## src/rtl/meas_ctrl_pkg.sv

```systemverilog
// meas_pkg: shared state encoding, default phase lengths and counter sizing for meas_ctrl
package meas_pkg;
  typedef enum logic [3:0] {
    S_IDLE,
    S_RD,
    S_LD1,
    S_LD2,
    S_CLR,
    S_GATE,
    S_SETTLE,
    S_CAPT,
    S_DONE
  } meas_ctrl_state_t;
  localparam int DEF_CLRCYC    = 2;
  localparam int DEF_GATECYC   = 1024;
  localparam int DEF_SETTLECYC = 2;
  function automatic int cnt_width(input int n);
    return $clog2(n + 1);
  endfunction
endpackage

```

## src/rtl/meas_ctrl_if.sv

```systemverilog
// meas_ctrl_if: start/done handshake, challenge memory port and oscillator datapath controls
interface meas_ctrl_if #(
  parameter int C_SELWIDTH     = 8,
  parameter int C_OIDWIDTH     = 24,
  parameter int C_MEMDATAWIDTH = 8,
  parameter int C_MEMADDRWIDTH = 24
);
  logic                      I_start;
  logic                      O_busy;
  logic                      O_done;
  logic [C_MEMADDRWIDTH-1:0] O_mem_addr;
  logic                      O_mem_rd;
  logic [C_MEMDATAWIDTH-1:0] I_mem_data;
  logic [C_SELWIDTH-1:0]     O_sel_1;
  logic [C_SELWIDTH-1:0]     O_sel_2;
  logic                      O_osc_rst;
  logic                      O_osc_en;
  logic                      I_comp;
  logic [C_OIDWIDTH-1:0]     O_prim_id;
  logic                      O_id_valid;
  logic                      O_err;
  modport master (
    input  I_start, I_mem_data, I_comp,
    output O_busy, O_done, O_mem_addr, O_mem_rd, O_sel_1, O_sel_2,
           O_osc_rst, O_osc_en, O_prim_id, O_id_valid, O_err
  );
  modport slave (
    output I_start, I_mem_data, I_comp,
    input  O_busy, O_done, O_mem_addr, O_mem_rd, O_sel_1, O_sel_2,
           O_osc_rst, O_osc_en, O_prim_id, O_id_valid, O_err
  );
endinterface

```

## src/rtl/meas_ctrl_tmr.sv

```systemverilog
// meas_ctrl_tmr: loadable down-counter; O_exp pulses in the last cycle of a loaded phase
module meas_ctrl_tmr #(
  parameter int W = 11
) (
  input  logic         I_sclk,
  input  logic         I_rst,
  input  logic         I_load,
  input  logic [W-1:0] I_val,
  output logic         O_exp
);
  logic [W-1:0] r_cnt;
  logic         r_run;
  assign O_exp = r_run && r_cnt == '0;
  always_ff @(posedge I_sclk) begin
    if (I_rst) begin
      r_cnt <= '0;
      r_run <= 1'b0;
    end else if (I_load) begin
      r_cnt <= I_val;
      r_run <= 1'b1;
    end else if (r_run) begin
      r_cnt <= r_cnt - 1'b1;
      r_run <= r_cnt != '0;
    end
  end
endmodule

```

## src/rtl/meas_ctrl.sv

```systemverilog
// meas_ctrl: RO-PUF measurement sequencer (challenge fetch, count gating, ID shift-in).
// Define MEAS_CTRL_SELCHK_EN to reject out-of-range or identical selector pairs via O_err.
module meas_ctrl
  import meas_pkg::*;
#(
  parameter int C_IOSCNUM      = 48,
  parameter int C_SELWIDTH     = 8,
  parameter int C_OIDWIDTH     = 24,
  parameter int C_MEMDATAWIDTH = 8,
  parameter int C_MEMADDRWIDTH = 24,
  parameter int C_MEMSTADDR    = 0,
  parameter int C_CLRCYC       = DEF_CLRCYC,
  parameter int C_GATECYC      = DEF_GATECYC,
  parameter int C_SETTLECYC    = DEF_SETTLECYC
) (
  input logic         I_sclk,
  input logic         I_rst,
  meas_ctrl_if.master bus
);
  localparam int CW = cnt_width(C_OIDWIDTH);
  localparam int TW = cnt_width(C_CLRCYC + C_GATECYC + C_SETTLECYC);
  meas_ctrl_state_t          r_state, w_next;
  logic [C_MEMADDRWIDTH-1:0] r_addr;
  logic [C_SELWIDTH-1:0]     r_sel1, r_sel2, w_data;
  logic [C_OIDWIDTH-1:0]     r_id;
  logic [CW-1:0]             r_cnt, w_cnt_inc;
  logic [TW-1:0]             w_tval;
  logic r_busy, r_done, r_rd, r_osc_rst, r_osc_en, r_valid, r_err;
  logic w_exp, w_load, w_bad, w_last;

  assign w_data    = C_SELWIDTH'(bus.I_mem_data);
  assign w_cnt_inc = r_cnt + 1'b1;
  assign w_last    = w_cnt_inc == CW'(C_OIDWIDTH);
`ifdef MEAS_CTRL_SELCHK_EN
  assign w_bad = 32'(r_sel1) >= 32'(C_IOSCNUM) || 32'(w_data) >= 32'(C_IOSCNUM) || r_sel1 == w_data;
`else
  assign w_bad = 1'b0;
`endif

  always_comb begin
    w_next = r_state;
    case (r_state)
      S_IDLE:   w_next = bus.I_start ? S_RD : S_IDLE;
      S_RD:     w_next = S_LD1;
      S_LD1:    w_next = S_LD2;
      S_LD2:    w_next = w_bad ? S_DONE : S_CLR;
      S_CLR:    w_next = w_exp ? S_GATE : S_CLR;
      S_GATE:   w_next = w_exp ? S_SETTLE : S_GATE;
      S_SETTLE: w_next = w_exp ? S_CAPT : S_SETTLE;
      S_CAPT:   w_next = w_last ? S_DONE : S_RD;
      default:  w_next = S_IDLE;
    endcase
  end

  // one timer serves all three timed phases; it is reloaded on each phase entry
  assign w_load = w_next != r_state && (w_next == S_CLR || w_next == S_GATE || w_next == S_SETTLE);
  assign w_tval = w_next == S_CLR  ? TW'(C_CLRCYC - 1) :
                  w_next == S_GATE ? TW'(C_GATECYC - 1) : TW'(C_SETTLECYC - 1);

  meas_ctrl_tmr #(.W(TW)) u_tmr (
    .I_sclk (I_sclk),
    .I_rst  (I_rst),
    .I_load (w_load),
    .I_val  (w_tval),
    .O_exp  (w_exp)
  );

  // outputs are decoded from the next state so they line up with the state they belong to
  always_ff @(posedge I_sclk) begin
    if (I_rst) begin
      r_state   <= S_IDLE;
      r_addr    <= C_MEMADDRWIDTH'(C_MEMSTADDR);
      r_sel1    <= '0;
      r_sel2    <= '0;
      r_id      <= '0;
      r_cnt     <= '0;
      r_busy    <= 1'b0;
      r_done    <= 1'b0;
      r_rd      <= 1'b0;
      r_osc_rst <= 1'b1;
      r_osc_en  <= 1'b0;
      r_valid   <= 1'b0;
      r_err     <= 1'b0;
    end else begin
      r_state   <= w_next;
      r_busy    <= w_next != S_IDLE;
      r_rd      <= w_next == S_RD || w_next == S_LD1;
      r_osc_rst <= w_next == S_IDLE || w_next == S_CLR;
      r_osc_en  <= w_next == S_GATE;
      r_done    <= r_state == S_DONE;
      case (r_state)
        S_IDLE:
          if (bus.I_start) begin
            r_addr  <= C_MEMADDRWIDTH'(C_MEMSTADDR);
            r_cnt   <= '0;
            r_id    <= '0;
            r_valid <= 1'b0;
            r_err   <= 1'b0;
          end
        S_RD:  r_addr <= r_addr + 1'b1;
        S_LD1: begin
          r_sel1 <= w_data;
          r_addr <= r_addr + 1'b1;
        end
        S_LD2: begin
          r_sel2 <= w_data;
          r_err  <= w_bad;
        end
        S_CAPT: begin
          r_id  <= {r_id[C_OIDWIDTH-2:0], bus.I_comp};
          r_cnt <= w_cnt_inc;
        end
        S_DONE: r_valid <= !r_err;
        default: ;
      endcase
    end
  end

  assign bus.O_busy     = r_busy;
  assign bus.O_done     = r_done;
  assign bus.O_mem_addr = r_addr;
  assign bus.O_mem_rd   = r_rd;
  assign bus.O_sel_1    = r_sel1;
  assign bus.O_sel_2    = r_sel2;
  assign bus.O_osc_rst  = r_osc_rst;
  assign bus.O_osc_en   = r_osc_en;
  assign bus.O_prim_id  = r_id;
  assign bus.O_id_valid = r_valid;
  assign bus.O_err      = r_err;
endmodule

```

## src/flat_wrapper.sv

```systemverilog
// flat-port wrapper written by rule: the top's interface ports become plain ports
module meas_ctrl_flat import meas_pkg::*;
#(
  parameter int C_IOSCNUM      = 48,
  parameter int C_SELWIDTH     = 8,
  parameter int C_OIDWIDTH     = 24,
  parameter int C_MEMDATAWIDTH = 8,
  parameter int C_MEMADDRWIDTH = 24,
  parameter int C_MEMSTADDR    = 0,
  parameter int C_CLRCYC       = DEF_CLRCYC,
  parameter int C_GATECYC      = DEF_GATECYC,
  parameter int C_SETTLECYC    = DEF_SETTLECYC
)
  (I_sclk, I_rst, bus_I_start, bus_I_mem_data, bus_I_comp, bus_O_busy, bus_O_done, bus_O_mem_addr, bus_O_mem_rd, bus_O_sel_1, bus_O_sel_2, bus_O_osc_rst, bus_O_osc_en, bus_O_prim_id, bus_O_id_valid, bus_O_err);
  meas_ctrl_if #(.C_SELWIDTH(C_SELWIDTH), .C_OIDWIDTH(C_OIDWIDTH), .C_MEMDATAWIDTH(C_MEMDATAWIDTH), .C_MEMADDRWIDTH(C_MEMADDRWIDTH)) bus_i ();
  input logic I_sclk;
  input logic I_rst;
  input wire logic [$bits(bus_i.I_start)-1:0] bus_I_start;
  input wire logic [$bits(bus_i.I_mem_data)-1:0] bus_I_mem_data;
  input wire logic [$bits(bus_i.I_comp)-1:0] bus_I_comp;
  output wire logic [$bits(bus_i.O_busy)-1:0] bus_O_busy;
  output wire logic [$bits(bus_i.O_done)-1:0] bus_O_done;
  output wire logic [$bits(bus_i.O_mem_addr)-1:0] bus_O_mem_addr;
  output wire logic [$bits(bus_i.O_mem_rd)-1:0] bus_O_mem_rd;
  output wire logic [$bits(bus_i.O_sel_1)-1:0] bus_O_sel_1;
  output wire logic [$bits(bus_i.O_sel_2)-1:0] bus_O_sel_2;
  output wire logic [$bits(bus_i.O_osc_rst)-1:0] bus_O_osc_rst;
  output wire logic [$bits(bus_i.O_osc_en)-1:0] bus_O_osc_en;
  output wire logic [$bits(bus_i.O_prim_id)-1:0] bus_O_prim_id;
  output wire logic [$bits(bus_i.O_id_valid)-1:0] bus_O_id_valid;
  output wire logic [$bits(bus_i.O_err)-1:0] bus_O_err;
  assign bus_i.I_start = bus_I_start;
  assign bus_i.I_mem_data = bus_I_mem_data;
  assign bus_i.I_comp = bus_I_comp;
  assign bus_O_busy = bus_i.O_busy;
  assign bus_O_done = bus_i.O_done;
  assign bus_O_mem_addr = bus_i.O_mem_addr;
  assign bus_O_mem_rd = bus_i.O_mem_rd;
  assign bus_O_sel_1 = bus_i.O_sel_1;
  assign bus_O_sel_2 = bus_i.O_sel_2;
  assign bus_O_osc_rst = bus_i.O_osc_rst;
  assign bus_O_osc_en = bus_i.O_osc_en;
  assign bus_O_prim_id = bus_i.O_prim_id;
  assign bus_O_id_valid = bus_i.O_id_valid;
  assign bus_O_err = bus_i.O_err;
  meas_ctrl #(.C_IOSCNUM(C_IOSCNUM), .C_SELWIDTH(C_SELWIDTH), .C_OIDWIDTH(C_OIDWIDTH), .C_MEMDATAWIDTH(C_MEMDATAWIDTH), .C_MEMADDRWIDTH(C_MEMADDRWIDTH), .C_MEMSTADDR(C_MEMSTADDR), .C_CLRCYC(C_CLRCYC), .C_GATECYC(C_GATECYC), .C_SETTLECYC(C_SETTLECYC)) u_core (.I_sclk(I_sclk), .I_rst(I_rst), .bus(bus_i));
endmodule
```

## config.mk

```make
export PLATFORM = sky130hd
export DESIGN_NAME = meas_ctrl_flat
export DESIGN_NICKNAME = d
export VERILOG_FILES = /design/src/rtl/meas_ctrl_pkg.sv /design/src/rtl/meas_ctrl_if.sv /design/src/rtl/meas_ctrl_tmr.sv /design/src/rtl/meas_ctrl.sv /design/src/flat_wrapper.sv
export SDC_FILE = /design/constraint.sdc
export NUM_CORES = 1
export LEC_CHECK = 0
export BUFFER_PORTS_ARGS = -buffer_cell sky130_fd_sc_hd__buf_2
export CAP_MARGIN = 10
export CORE_MARGIN = 1
export CORE_UTILIZATION = 54
export CTS_CLUSTER_DIAMETER = 30
export DETAILED_ROUTE_END_ITERATION = 8
export MAX_ROUTING_LAYER = met4
export PLACE_DENSITY = 0.86
export REMOVE_ABC_BUFFERS = 1
export SYNTH_ARGS = -nofsm -noshare
export SYNTH_HDL_FRONTEND = slang
export SYNTH_HIERARCHICAL = 1
export SYNTH_SLANG_ARGS = --single-unit
```

## constraint.sdc

```tcl
create_clock -name I_sclk -period 2.9 [get_ports I_sclk]
set_input_delay 0.145 -clock I_sclk [delete_from_list [all_inputs] [get_ports I_sclk]]
set_output_delay 0.145 -clock I_sclk [all_outputs]
set_load 0.02 [all_outputs]
```

* Yosys cells after proc, flatten, opt, wreduce, memory -nomap -nowiden
Index checks and enable logic that the tools add are counted.
** Storage, ports and cells
- Flip-flop bits (word level) :: 92
- Logic and storage cells :: 76
- Output and inout bits :: 71
** Cells by class
- Reductions and logical operators :: 22
- Equal/unequal tests :: 16
- Mux-type cells :: 20
- $add $sub $neg :: 3
** Operator list (number)
- 24-bit case mux with 2 select lines :: 2
- 11-bit two-way mux :: 3
- 4-bit case mux with 8 select lines :: 1
- 4-bit by 3-bit == test with 1-bit output (second input constant) :: 7
- 24-bit by 1-bit adder with 24-bit output (second input constant) :: 1
- 24-bit two-way mux :: 1
- 4-bit by 2-bit == test with 1-bit output (second input constant) :: 3
- 11-bit zero test :: 1
- 11-bit nonzero test :: 1
- 11-bit by 1-bit subtractor with 11-bit output (second input constant) :: 1
- 10-bit two-way mux :: 1
- 5-bit case mux with 2 select lines :: 1
- 2-bit nonzero test :: 5
- 4-bit by 1-bit == test with 1-bit output (second input constant) :: 2
- 4-bit zero test :: 2
- 2-bit AND reduction :: 4
- 1-bit two-way mux :: 6
- 5-bit by 1-bit adder with 5-bit output (second input constant) :: 1
- 5-bit == test (second input constant) :: 1
- 5-bit two-way mux :: 1
- 4-bit == test (second input constant) :: 1
- 1-bit logical OR :: 4
- 4-bit two-way mux :: 1
- 4-bit inequality test :: 1
- other kinds (7) :: 9

* Depth between registers and ports, before layout
Gate-level depths: netlist of run 1.
- Word-level depth :: 9
- Mapped depth :: 12
- Mapped depth without buffers :: 11

* Modules after synthesis
The synthesis of run 1 kept the hierarchy.
** By module, submodules not included
- meas_ctrl :: cells each 384, area each 3256.9 um2, times used 1
- meas_ctrl_tmr :: cells each 78, area each 646.9 um2, times used 1

* Worst setup path before layout of run 1
Ideal clock, no wire load.
- Path kind :: register to register
- Start :: reg u_core.u_tmr.r_cnt[2]
- End :: reg u_core.u_tmr.r_cnt[6]
- Arrival :: 2.550 ns
- Path slack :: 0.260 ns
- Required time :: 2.809 ns
- Clock period less this slack :: 2.640 ns
- Cell stages (with the launch flop) :: 11
- Path through :: dfxtp_1 or3_1 clkbuf_1 or3_1 nor3_1 nand3b_1 a21oi_1 inv_1 clkbuf_1 clkbuf_1 a311oi_1
** On the way
- Cells in the longest elaborated chain, start to end :: 9
- Elaborated cells between the ends (all ways) :: 19
- Those cells by class :: 1 x add/sub; 4 x eq/ne; 8 x mux; 6 x reduce/logical
** RTL lines
- from (decl) :: RTL line meas_ctrl_tmr.sv:11 : logic [W-1:0] r_cnt;
- from (signal assigned) :: RTL line meas_ctrl_tmr.sv:19 : r_cnt <= I_val;
- from (signal assigned) :: RTL line meas_ctrl_tmr.sv:22 : r_cnt <= r_cnt - 1'b1;
- 11-bit zero test (*) :: RTL line meas_ctrl_tmr.sv:13 : assign O_exp = r_run && r_cnt == '0;
- 1-bit logical AND (*) :: RTL line meas_ctrl_tmr.sv:13
- via u_core.w_exp :: RTL line meas_ctrl.sv:29 : logic w_exp, w_load, w_bad, w_last;
- 1-bit two-way mux / 2-bit two-way mux (equally long branches) :: RTL line meas_ctrl.sv:47, meas_ctrl.sv:49, meas_ctrl.sv:48
- 4-bit case mux with 8 select lines (*) :: RTL line meas_ctrl.sv:42 : case (r_state)
- 4-bit by 3-bit == test with 1-bit output :: RTL line meas_ctrl.sv:56 : assign w_load = w_next != r_state && (w_next == S_CLR || w_next == S_GATE || w_next == S_SETTLE);
- 1-bit logical OR (2 in a row) :: RTL line meas_ctrl.sv:56
- 1-bit logical AND (*) :: RTL line meas_ctrl.sv:56
- via u_core.w_load :: RTL line meas_ctrl.sv:29
- 11-bit two-way mux / 2-bit nonzero test (equally long branches)
Mark *: on every way through the listed nets, which the timed path passes. The rest lies on a longest branch. The select of a mux whose other input is x is not followed.
A chain may end at the register's enable or synchronous reset.

* Worst setup path in the final report of run 1
- Start :: reg u_core.u_tmr.r_cnt[6]
- End :: reg u_core.u_tmr.r_cnt[2]
** On the way
- Cells in the longest elaborated chain, start to end :: 9
- Elaborated cells between the ends (all ways) :: 17
- Those cells by class :: 4 x eq/ne; 7 x mux; 6 x reduce/logical
** RTL lines (RTL line)
- 11-bit zero test (*) :: meas_ctrl_tmr.sv:13
- 1-bit logical AND (*) :: meas_ctrl_tmr.sv:13
- via u_core.w_exp :: meas_ctrl.sv:29
- 1-bit two-way mux / 2-bit two-way mux (equally long branches) :: meas_ctrl.sv:47, meas_ctrl.sv:49, meas_ctrl.sv:48
- 4-bit case mux with 8 select lines (*) :: meas_ctrl.sv:42
- 4-bit by 3-bit == test with 1-bit output, on equally long branches :: meas_ctrl.sv:56, meas_ctrl.sv:57, meas_ctrl.sv:58
- 1-bit logical OR (2 in a row) :: meas_ctrl.sv:56
- 1-bit logical AND :: meas_ctrl.sv:56
- 11-bit two-way mux / 2-bit nonzero test (equally long branches)
Mark *: on every way through the listed nets, which the timed path passes. The rest lies on a longest branch.

==> key figures, run 1 <==
STA
  • Final Hold Fails: 0
  • Skew final: approximately 0.0088 ns
  • Min cycle time layout: 2.580 ns
  • Fin crit share: 0.8897
  • Slew Viols, Final: 0
  • Tightest Pin Transition: 0.9025 ns
  • Setup TNS: 0 ns
  • Final Setup Violations: 0
  • Peak Freq: 0.3876 GHz
  • Slew margin rel.: 0.3983
  • RSZ-0062 raised after global routing: no
  • Final WS setup: 0.3198 ns

Cells and area
  • Register area: 1822 um^2
  • Final core utilization: 0.6623
  • Nets: approximately 540
  • Filler cells: 604
  • Ratio of cells with drive above 1 in the final layout: 0.2139
  • Ant. Diodes: 0
  • Multi-input gate area: about 1900 um^2
  • Synth-to-layout area growth: 17.18%
  • Non-filler cells, final: 629

Placed design
  • I/O Buffers: 81
  • Post-Place Setup Slack: roughly 0.37 ns
  • Routability congestion estimate: roughly 0.84
  • Placed Instances: 612
  • HPWL Detailed: 5.765 mm

Routing
  • DRT iter0 DRCs: 230
  • Via count of the routed design: between 3000 and 4000
  • Final WL: 8.763 mm
  • DRC: 0
  • Drt first pass iters: 5
  • Antenna-violating nets left: 0
  • Via density: 5.844
  • Drt wl/cell: 13.93 um

Clock network
  • Hold-fix buffers, CTS: 0
  • CTS tree: yes
  • Clock root buffer: clkbuf_8
  • Post-CTS Setup Bufs: 0
  • H-tree levels: 3
  • Clock sink count: 91
  • Post_cts resized: 0
  • Clock transition at path regs: 0.09 ns
  • Cts bufs inserted: 9
  • Worst-Skew Late Latency: roughly 0.36 ns
  • Clock Path Buffers: 2

Logic synthesis
  • Cells after synthesis: 462
  • Sequential-to-total area share from yosys stat: 0.4667
  • FFs w/ async S/R, synth: 0
  • Synth area leader: dfxtp_1
  • Ys Warns: 6
  • Syn avg cell area: about 8.4 um^2
  • Unique masters post-synth: 53
  • Number of enable flip-flop cells after synthesis: 0
  • Mapped cell area: 3904 um^2
  • Most used flip-flop cell after synthesis: dfxtp_1
  • Share of the synthesized area in the top cell type: 0.4667
  • Top-count cell post-synth: dfxtp_1
  • Top area cells in the synthesized netlist: dfxtp_1 (47%), a21oi_1 (5.8%), a22oi_1 (4.8%), nand2_1 (4.8%), nor2_1 (4.6%)
  • Yosys reg bits: 91
  • Synth cell count leaders: dfxtp_1 (91), nand2_1 (50), nor2_1 (48)

Global routing
  • Initial antenna violation count: 0
  • Largest net degree at the start of global routing: 62
  • GR Overflow Total: 0
  • Vias in the first global route: between 3000 and 4000
  • Global Route Usage Sum: 0.2463
  • Global-route wire length before repair: 14.41 mm

Floorplan
  • Initial core utilization: 0.5652
  • Die area: approximately 7600 um^2
  • DIE WIDTH: 87.03 um
  • # IOs: 83
  • Die height: a little under 90 um
  • Total core area: roughly 6900 um^2
  • FP Rows: 30

Critical path
  • Arr. time, crit path: between 2 and 3 ns
  • Worst path required time: roughly 3.2 ns
  • Critical path, cell by cell: or4_1, nor3_1, nor2b_1, o21ai_0, a21o_1, nor2_1, buf_4, nor2_1, a211oi_1
  • CP top delay family: simple AND/OR/NAND/NOR gates
  • CP max-delay cell: or4_1
  • Critical Path Most Common Cell: nor2_1
  • Largest fanout on the critical path: 9
  • Buf/Inv on CP: 1
  • Setup CP Type: flop to flop
  • Setup crit start kind: flop
  • Critical path endpoint category: flop
  • Crit path largest cell delay: 0.65 ns

Pwr
  • VDD IR max: 0.3059 mV
  • Leak Pwr: 1.782 nW
  • PwrDens: 544.0 nW/um^2

Outcome
  • Run status: completed

Worst hold path
  • Hold Crit Class: primary input to flop

Flow run
  • Max cap viols: 0
stage by stage:
stage | hold slack, ns | power [mW] | cell area (um^2)
6_report | 0.03059 | 2.489 | 4574
4_1_cts | 0.006887 | 2.506 | 4564
3_5_place_dp | 0.4069 | 1.556 | 4342
3_3_place_gp | 0.3981 | 1.549 | 4342
5_1_grt | 0.007527 | 2.594 | 4574
2_1_floorplan | 0.2141 | 1.473 | 3769
final timing paths:
kind	startpoint	end	slack [ns]	depth (start not counted)
hold reg to reg	u_core/bus.O_sel_1[1]	u_core/bus.O_sel_1[1]	0.46	2
hold / removal	bus_I_mem_data[3]	u_core/bus.O_sel_1[3]	0.03	3
setup / recovery	u_core/u_tmr/r_cnt[6]	u_core/u_tmr/r_cnt[2]	0.32	9
setup reg to reg	u_core/u_tmr/r_cnt[6]	u_core/u_tmr/r_cnt[2]	0.32	9
power breakdown:
group          internal, mW  switching [mW]
registers              1.28          0.0329
clock network         0.493           0.463
logic                0.0772           0.145
total                  1.85           0.641
cell type report:
cell class	count	share of cell area
multi-input cells	331	0.4204
well taps	96	0.02626
repair buffers	88	0.1007
flip-flops and latches	91	0.3982
clock inverters	7	0.02161
clock buffers	9	0.02708
inverters	7	0.005744
kinds of logic after synthesis:
logic type,Yosys count,share of synthesized area
DFF,91,0.4667
xor gates and xnor gates,7,0.01571
AOI/OAI and AO/OA,131,0.2212
adders and majority gates,3,0.009616
other,2,0.001924
buffers and inverters,41,0.04231
and+or+nand+nor,187,0.2426
layout by cell type, fill, tap and decap left out, types with 7 or more instances in the layout:
cell type / instances
buf_2: 81
nand3_1: 14
o21ai_0: 12
a21oi_1: 45
o31ai_1: 18
nor2_1: 47
a311oi_1: 7
inv_1: 7
dfxtp_1: 91
or3_1: 12
a22oi_1: 25
or4_1: 18
clkbuf_8: 9
nand2_1: 50
sequential cells by signal (all words and copies together) (netlist names):
register	count
u_core/r_cnt	5
u_core/r_state	4
u_core/bus.O_sel_1	8
u_core/u_tmr/r_cnt	11
u_core/u_tmr/r_run	1
u_core/bus.O_id_valid	1
u_core/bus.O_mem_addr	24
u_core/bus.O_busy	1
u_core/bus.O_prim_id	24
u_core/bus.O_sel_2	8
u_core/bus.O_osc_rst	1
u_core/bus.O_done	1
u_core/bus.O_osc_en	1
u_core/bus.O_mem_rd	1
layer usage:
layer / share of wire / vias to the layer above / track usage / wire length, um
met5: 0 / - / - / 0
met4: 0.0099 / 0 / 0.08485 / 87
met3: 0.049 / 8 / 0.06445 / 426
met2: 0.48 / 117 / 0.3916 / 4199
met1: 0.46 / 1729 / 0.3033 / 4049
li1: - / 1822 / - / -
tightest hold or removal path, stage by stage:
cell and delay (ns):
buf_2 0.11, nand2_1 0.05, a21oi_1 0.05
Power figures use the tool's default switching activity.
==> run 2: changes to the inputs <==
--- a/config.mk
+++ b/config.mk
@@ -11,6 +11,7 @@
 export CORE_UTILIZATION = 54
 export CTS_CLUSTER_DIAMETER = 30
 export DETAILED_ROUTE_END_ITERATION = 8
+export GPL_TIMING_DRIVEN = 0
 export MAX_ROUTING_LAYER = met4
 export PLACE_DENSITY = 0.86
 export REMOVE_ABC_BUFFERS = 1
==> run 2 against run 1 <==
  * Critical path depth did not move
  * Largest power group unchanged
  * Register-to-register slack got worse by 0.04 ns
  * Highest routed layer unchanged
  * Total power fell by 5.2%
  * Critical endpoint is now u_core/u_tmr/r_cnt[5]
  * Combinational power fell by 4%
==> key figures, run 2 (same netlist as run 1, synthesis figures left out) <==
Critical path
  • Buf/Inv on CP: 0
  • Largest fanout on the critical path: 15
  • R2R setup slack: 0.28 ns
  • Critical path, cell by cell: or3_1, or3_1, nor3_2, nor2b_1, o21ai_0, a21o_1, nor2_4, nor2_1, a311oi_1
  • Crit path largest cell delay: around 0.56 ns
  • CP top delay family: simple AND/OR/NAND/NOR gates
  • Worst r2r dst: u_core/u_tmr/r_cnt[5]
  • Setup CP Type: flop to flop
  • R2r startpoint: u_core/u_tmr/r_cnt[2]
  • Critical path endpoint category: flop
  • Worst path required time: approximately 3.2 ns
  • R2R depth: 9
  • CP max-delay cell: or3_1
  • Critical Path Most Common Cell: or3_1
  • Arr. time, crit path: 2.88 ns
  • Setup crit start kind: flop

Routing
  • Drt wl/cell: 13.65 um
  • DRC: 0
  • Via count of the routed design: 3649
  • Final WL: 8.507 mm
  • DRT iter0 DRCs: 212
  • Via density: 5.857
  • Antenna-violating nets left: 0
  • Drt first pass iters: 5

Floorplan
  • FP Rows: 30
  • Die height: 87.03 um
  • Die area: 7573 um^2
  • Initial core utilization: 0.5652
  • Total core area: 6907 um^2
  • DIE WIDTH: 87.03 um
  • # IOs: 83

STA
  • Tightest Pin Transition: 1.221 ns
  • Slew margin rel.: 0.1860
  • Skew final: 0.006637 ns
  • Slew Viols, Final: 0
  • Final Hold Fails: 0
  • Fin crit share: 0.9047
  • Min cycle time layout: 2.624 ns
  • Final Setup Violations: 0
  • RSZ-0062 raised after global routing: no
  • Hold_ws: 0.03616 ns
  • Peak Freq: about 0.38 GHz
  • Final WS setup: approximately 0.28 ns

Clock network
  • H-tree levels: 3
  • Clock transition at path regs: 0.09 ns
  • Clock sink count: 91
  • Clock root buffer: clkbuf_8
  • Cts bufs inserted: 9
  • CTS tree: yes
  • Clock Path Buffers: 2
  • Worst-Skew Late Latency: 0.35 ns
  • Hold-fix buffers, CTS: 0

Outcome
  • Run status: completed

Pwr
  • Sw Ratio: 0.2605
  • VDD IR max: 0.2933 mV
  • PwrDens: around 520 nW/um^2
  • Leak Pwr: 1.743 nW
  • Int Power: about 1.7 mW
  • Total power: 2.358 mW
  • Share of power burned in registers: 0.555
  • Clock share of power: 0.354
  • Psw: 614.2 uW
  • Combinational power share: 0.091

Global routing
  • Initial antenna violation count: 0
  • Vias in the first global route: 3176
  • Global-route wire length before repair: between 10 and 15 mm
  • Largest net degree at the start of global routing: 71
  • Global Route Usage Sum: 0.2336
  • GR Overflow Total: 0

Cells and area
  • Commonest cells after routing, fill and taps aside: dfxtp_1 (91), buf_2 (81), nand2_1 (50), nor2_1 (46), a21oi_1 (44)
  • Synth-to-layout area growth: 15.80%
  • Leading cell type in the layout, fill and taps excluded: dfxtp_1
  • Ratio of cells with drive above 1 in the final layout: 0.2144
  • Final core utilization: 0.6545
  • Nets: 537
  • Ant. Diodes: 0

Placed design
  • HPWL Detailed: 5.530 mm
  • I/O Buffers: between 80 and 90
  • Post-Place Setup Slack: -0.04189 ns
  • Routability congestion estimate: 0.8221

Worst hold path
  • HP Start: bus_I_mem_data[4]
  • Hold Crit Class: primary input to flop
  • Hold EP: u_core/bus.O_sel_1[4]
  • WHS Path Cells: 3

Flow run
  • Max cap viols: 0
run 2: final cells by class:
| type | count | area [um^2] |
|---|---|---|
| Tap cell | 96 | 120.1 |
| Inverter | 7 | 26.28 |
| Fill cell | 644 | 2386 |
| Clock inverter | 7 | 68.82 |
| Clock buffer | 9 | 123.9 |
| Sequential cell | 91 | 1822 |
| Timing Repair Buffer | 82 | 420.4 |
| Multi-Input combinational cell | 331 | 1939 |
run 2: worst max-delay path by stage:
stage | from | endpoint | depth (start not counted) | slack, ns
after detailed placement | u_core/u_tmr/r_cnt[2] | u_core/u_tmr/r_cnt[6] | 9 | -0.04
after CTS | u_core/u_tmr/r_cnt[2] | u_core/u_tmr/r_cnt[1] | 8 | 0.1
final | u_core/u_tmr/r_cnt[2] | u_core/u_tmr/r_cnt[5] | 9 | 0.28
after floorplan | u_core/u_tmr/r_cnt[2] | u_core/u_tmr/r_cnt[9] | 9 | 0.35
after global placement | u_core/u_tmr/r_cnt[2] | u_core/u_tmr/r_cnt[9] | 9 | -0.01
after global routing | u_core/u_tmr/r_cnt[2] | u_core/u_tmr/r_cnt[9] | 9 | 0.05
run 2: repair_timing:
action,in CTS,in global routing
pin swaps,0,0
gates resized for setup,2,3
buffers inserted,0,0
endpoints found under the setup margin,10,12
run 2: worst min-delay path, stage by stage:
cell and delay [ns]:
buf_2 0.11, nand2_1 0.05, a21oi_1 0.05
run 2: layer usage:
layer | share of wire | wire length [um] | global-route usage
met5 | 0 | 0 | -
met4 | 0.013 | 110 | 0.1061
met3 | 0.051 | 430 | 0.04171
met2 | 0.48 | 4094 | 0.3901
met1 | 0.46 | 3872 | 0.2741
run 2: power by group through the flow:
stage	registers [mW]	clock network, mW	logic, mW
4_1_cts	1.31	0.853	0.212
5_1_grt	1.32	0.906	0.238
3_5_place_dp	1.34	0	0.210
2_1_floorplan	1.35	0	0.122
6_report	1.31	0.835	0.214
3_3_place_gp	1.34	0	0.205
run 2: stage by stage:
stage | setup TNS, ns | std cells | cell area, um^2
4_1_cts | 0 | 623 | 4507
5_1_grt | 0 | 623 | 4521
2_1_floorplan | 0 | 429 | 3769
3_3_place_gp | -0.01537 | 606 | 4294
3_5_place_dp | -0.2512 | 607 | 4312
6_report | 0 | 623 | 4521
==> run 3: changes to the inputs <==
--- a/config.mk
+++ b/config.mk
@@ -14,6 +14,7 @@
 export GPL_TIMING_DRIVEN = 0
 export MAX_ROUTING_LAYER = met4
 export PLACE_DENSITY = 0.86
+export RECOVER_POWER = 50
 export REMOVE_ABC_BUFFERS = 1
 export SYNTH_ARGS = -nofsm -noshare
 export SYNTH_HDL_FRONTEND = slang
==> run 3 against run 2 <==
  * Sequential share of layout area up 0.80 points
  * Non-clock buffer count unchanged
  * Global-route usage unchanged
  * Clock power down 0.7%
  * Worst setup slack better by 0.011 ns
  * Highest routed layer unchanged
==> key figures, run 3 (same netlist as run 1, synthesis figures left out) <==
Critical path
  • R2R setup slack: ~0.29 ns
  • Critical path, cell by cell: or3_1, or3_1, nor3_2, nor2b_1, o21ai_0, a21o_1, nor2_4, nor2_1, a311oi_1
  • CP max-delay cell: or3_1
  • Setup CP Type: flop to flop
  • Worst path required time: 3.15 ns
  • Critical Path Most Common Cell: or3_1
  • Largest fanout on the critical path: 15
  • Setup crit start kind: flop
  • Arr. time, crit path: roughly 2.9 ns
  • Crit path largest cell delay: ~0.56 ns
  • Critical path endpoint category: flop

Routing
  • Final WL: 8.472 mm
  • Drt first pass iters: 4
  • Drt wl/cell: 13.60 um
  • DRT iter0 DRCs: 231
  • Via density: ~5.8
  • Via count of the routed design: roughly 3600
  • Antenna-violating nets left: 0
  • DRC: 0

Global routing
  • Largest net degree at the start of global routing: 71
  • Vias in the first global route: 3176
  • GR Overflow Total: 0
  • Initial antenna violation count: 0
  • Global-route wire length before repair: about 14 mm
  • Global Route Usage Sum: 0.2336

STA
  • Skew final: between 0.006 and 0.007 ns
  • Min cycle time layout: 2.613 ns
  • Final Setup Violations: 0
  • Final Hold Fails: 0
  • Tightest Pin Transition: 1.189 ns
  • Peak Freq: between 0.3 and 0.4 GHz
  • Fin crit share: 0.9010
  • Slew Viols, Final: 0
  • Slew margin rel.: 0.2075
  • Hold_ws: 0.03552 ns
  • RSZ-0062 raised after global routing: no

Worst hold path
  • Hold Crit Class: primary input to flop

Clock network
  • Clock sink count: 91
  • CTS tree: yes
  • Clock transition at path regs: around 0.090 ns
  • Worst-Skew Late Latency: 0.35 ns
  • Post-CTS Setup Bufs: 0
  • Clock Path Buffers: 2
  • Clock root buffer: clkbuf_8
  • Cts bufs inserted: 9
  • H-tree levels: 3
  • Hold-fix buffers, CTS: 0

Cells and area
  • Leading cell type in the layout, fill and taps excluded: dfxtp_1
  • Ratio of cells with drive above 1 in the final layout: 0.08159
  • Nets: 537
  • Commonest cells after routing, fill and taps aside: dfxtp_1 (91), clkbuf_1 (70), nand2_1 (50), nor2_1 (46), a21oi_1 (44)
  • Non-filler cells, final: ~620
  • Synth-to-layout area growth: 13.56%
  • Ant. Diodes: 0

Flow run
  • Max cap viols: 0

Placed design
  • HPWL Detailed: 5.530 mm
  • Placed Instances: 607
  • Routability congestion estimate: 0.8221
  • I/O Buffers: 81

Floorplan
  • FP Rows: 30
  • Total core area: approximately 7000 um^2
  • # IOs: 83
  • Initial core utilization: 0.5652
  • DIE WIDTH: 87.03 um
  • Die height: around 87 um
  • Die area: 7573 um^2

Pwr
  • PwrDens: between 500 and 600 nW/um^2
  • VDD IR max: 0.2923 mV
  • Leak Pwr: 1.440 nW

Outcome
  • Run status: completed
run 3: cell types whose count changed in the layout (fill, tap and decap cells not counted), sizes merged:
cell    previous run  this run
buf               82        12
clkbuf             9        79
run 3: critical path: cells and delay by family, from the launching register on:
family / cells / cell delay [ns]
compound gates: 3 / 0.58
flops: 1 / 0.35
simple gates: 6 / 1.58
run 3: final timing paths:
| kind | cells past startpoint | start | end |
|---|---|---|---|
| worst max-delay path | 9 | u_core/u_tmr/r_cnt[2] | u_core/u_tmr/r_cnt[5] |
| worst min-delay path | 3 | bus_I_mem_data[4] | u_core/bus.O_sel_1[4] |
| worst max register to register | 9 | u_core/u_tmr/r_cnt[2] | u_core/u_tmr/r_cnt[5] |
| worst min register to register | 2 | u_core/bus.O_sel_2[4] | u_core/bus.O_sel_2[4] |
run 3: where the power goes:
part / internal, mW / switching, mW / total (mW) / leakage, nW
Sequential: 1.28 / 0.0329 / 1.31 / 0.735
Combinational: 0.0676 / 0.142 / 0.210 / 0.610
Clock: 0.395 / 0.435 / 0.829 / 0.0950
Total: 1.74 / 0.610 / 2.35 / 1.44
run 3: repair_timing:
| item | CTS | global route |
|---|---|---|
| endpoints found under the setup margin | 10 | 12 |
| endpoints found under the hold margin | 0 | 0 |
| gates resized for setup | 2 | 3 |
| gates cloned | 0 | 0 |
run 3: layer usage:
| metal | track usage | routed length (um) | up-vias |
|---|---|---|---|
| met5 | - | 0 | - |
| met4 | 0.1061 | 125 | 0 |
| met3 | 0.04171 | 416 | 12 |
| met2 | 0.3901 | 4083 | 94 |
| met1 | 0.2741 | 3846 | 1687 |
| li1 | - | - | 1808 |
run 3: per-stage QoR:
| step | setup WS [ns] | TNS (ns) | instance area, um^2 | utilization | total power [mW] |
|---|---|---|---|---|---|
| 4_1_cts | 0.09540 | 0 | 4507 | 0.6525 | 2.374 |
| 3_5_place_dp | -0.04189 | -0.2512 | 4312 | 0.6243 | 1.548 |
| 2_1_floorplan | 0.3507 | 0 | 3769 | - | 1.473 |
| 3_3_place_gp | -0.01174 | -0.01537 | 4294 | 0.6217 | 1.542 |
| 6_report | 0.2872 | 0 | 4433 | 0.6418 | 2.349 |
| 5_1_grt | 0.04671 | 0 | 4433 | 0.6418 | 2.457 |
run 3: layout make-up:
cell class	instances	area [um^2]
clock buffers	9	123.9
clock inverters	7	68.82
multi-input cells	331	1939
repair buffers	82	332.8
fillers	660	2474
flip-flops and latches	91	1822
inverters	7	26.28
well taps	96	120.1
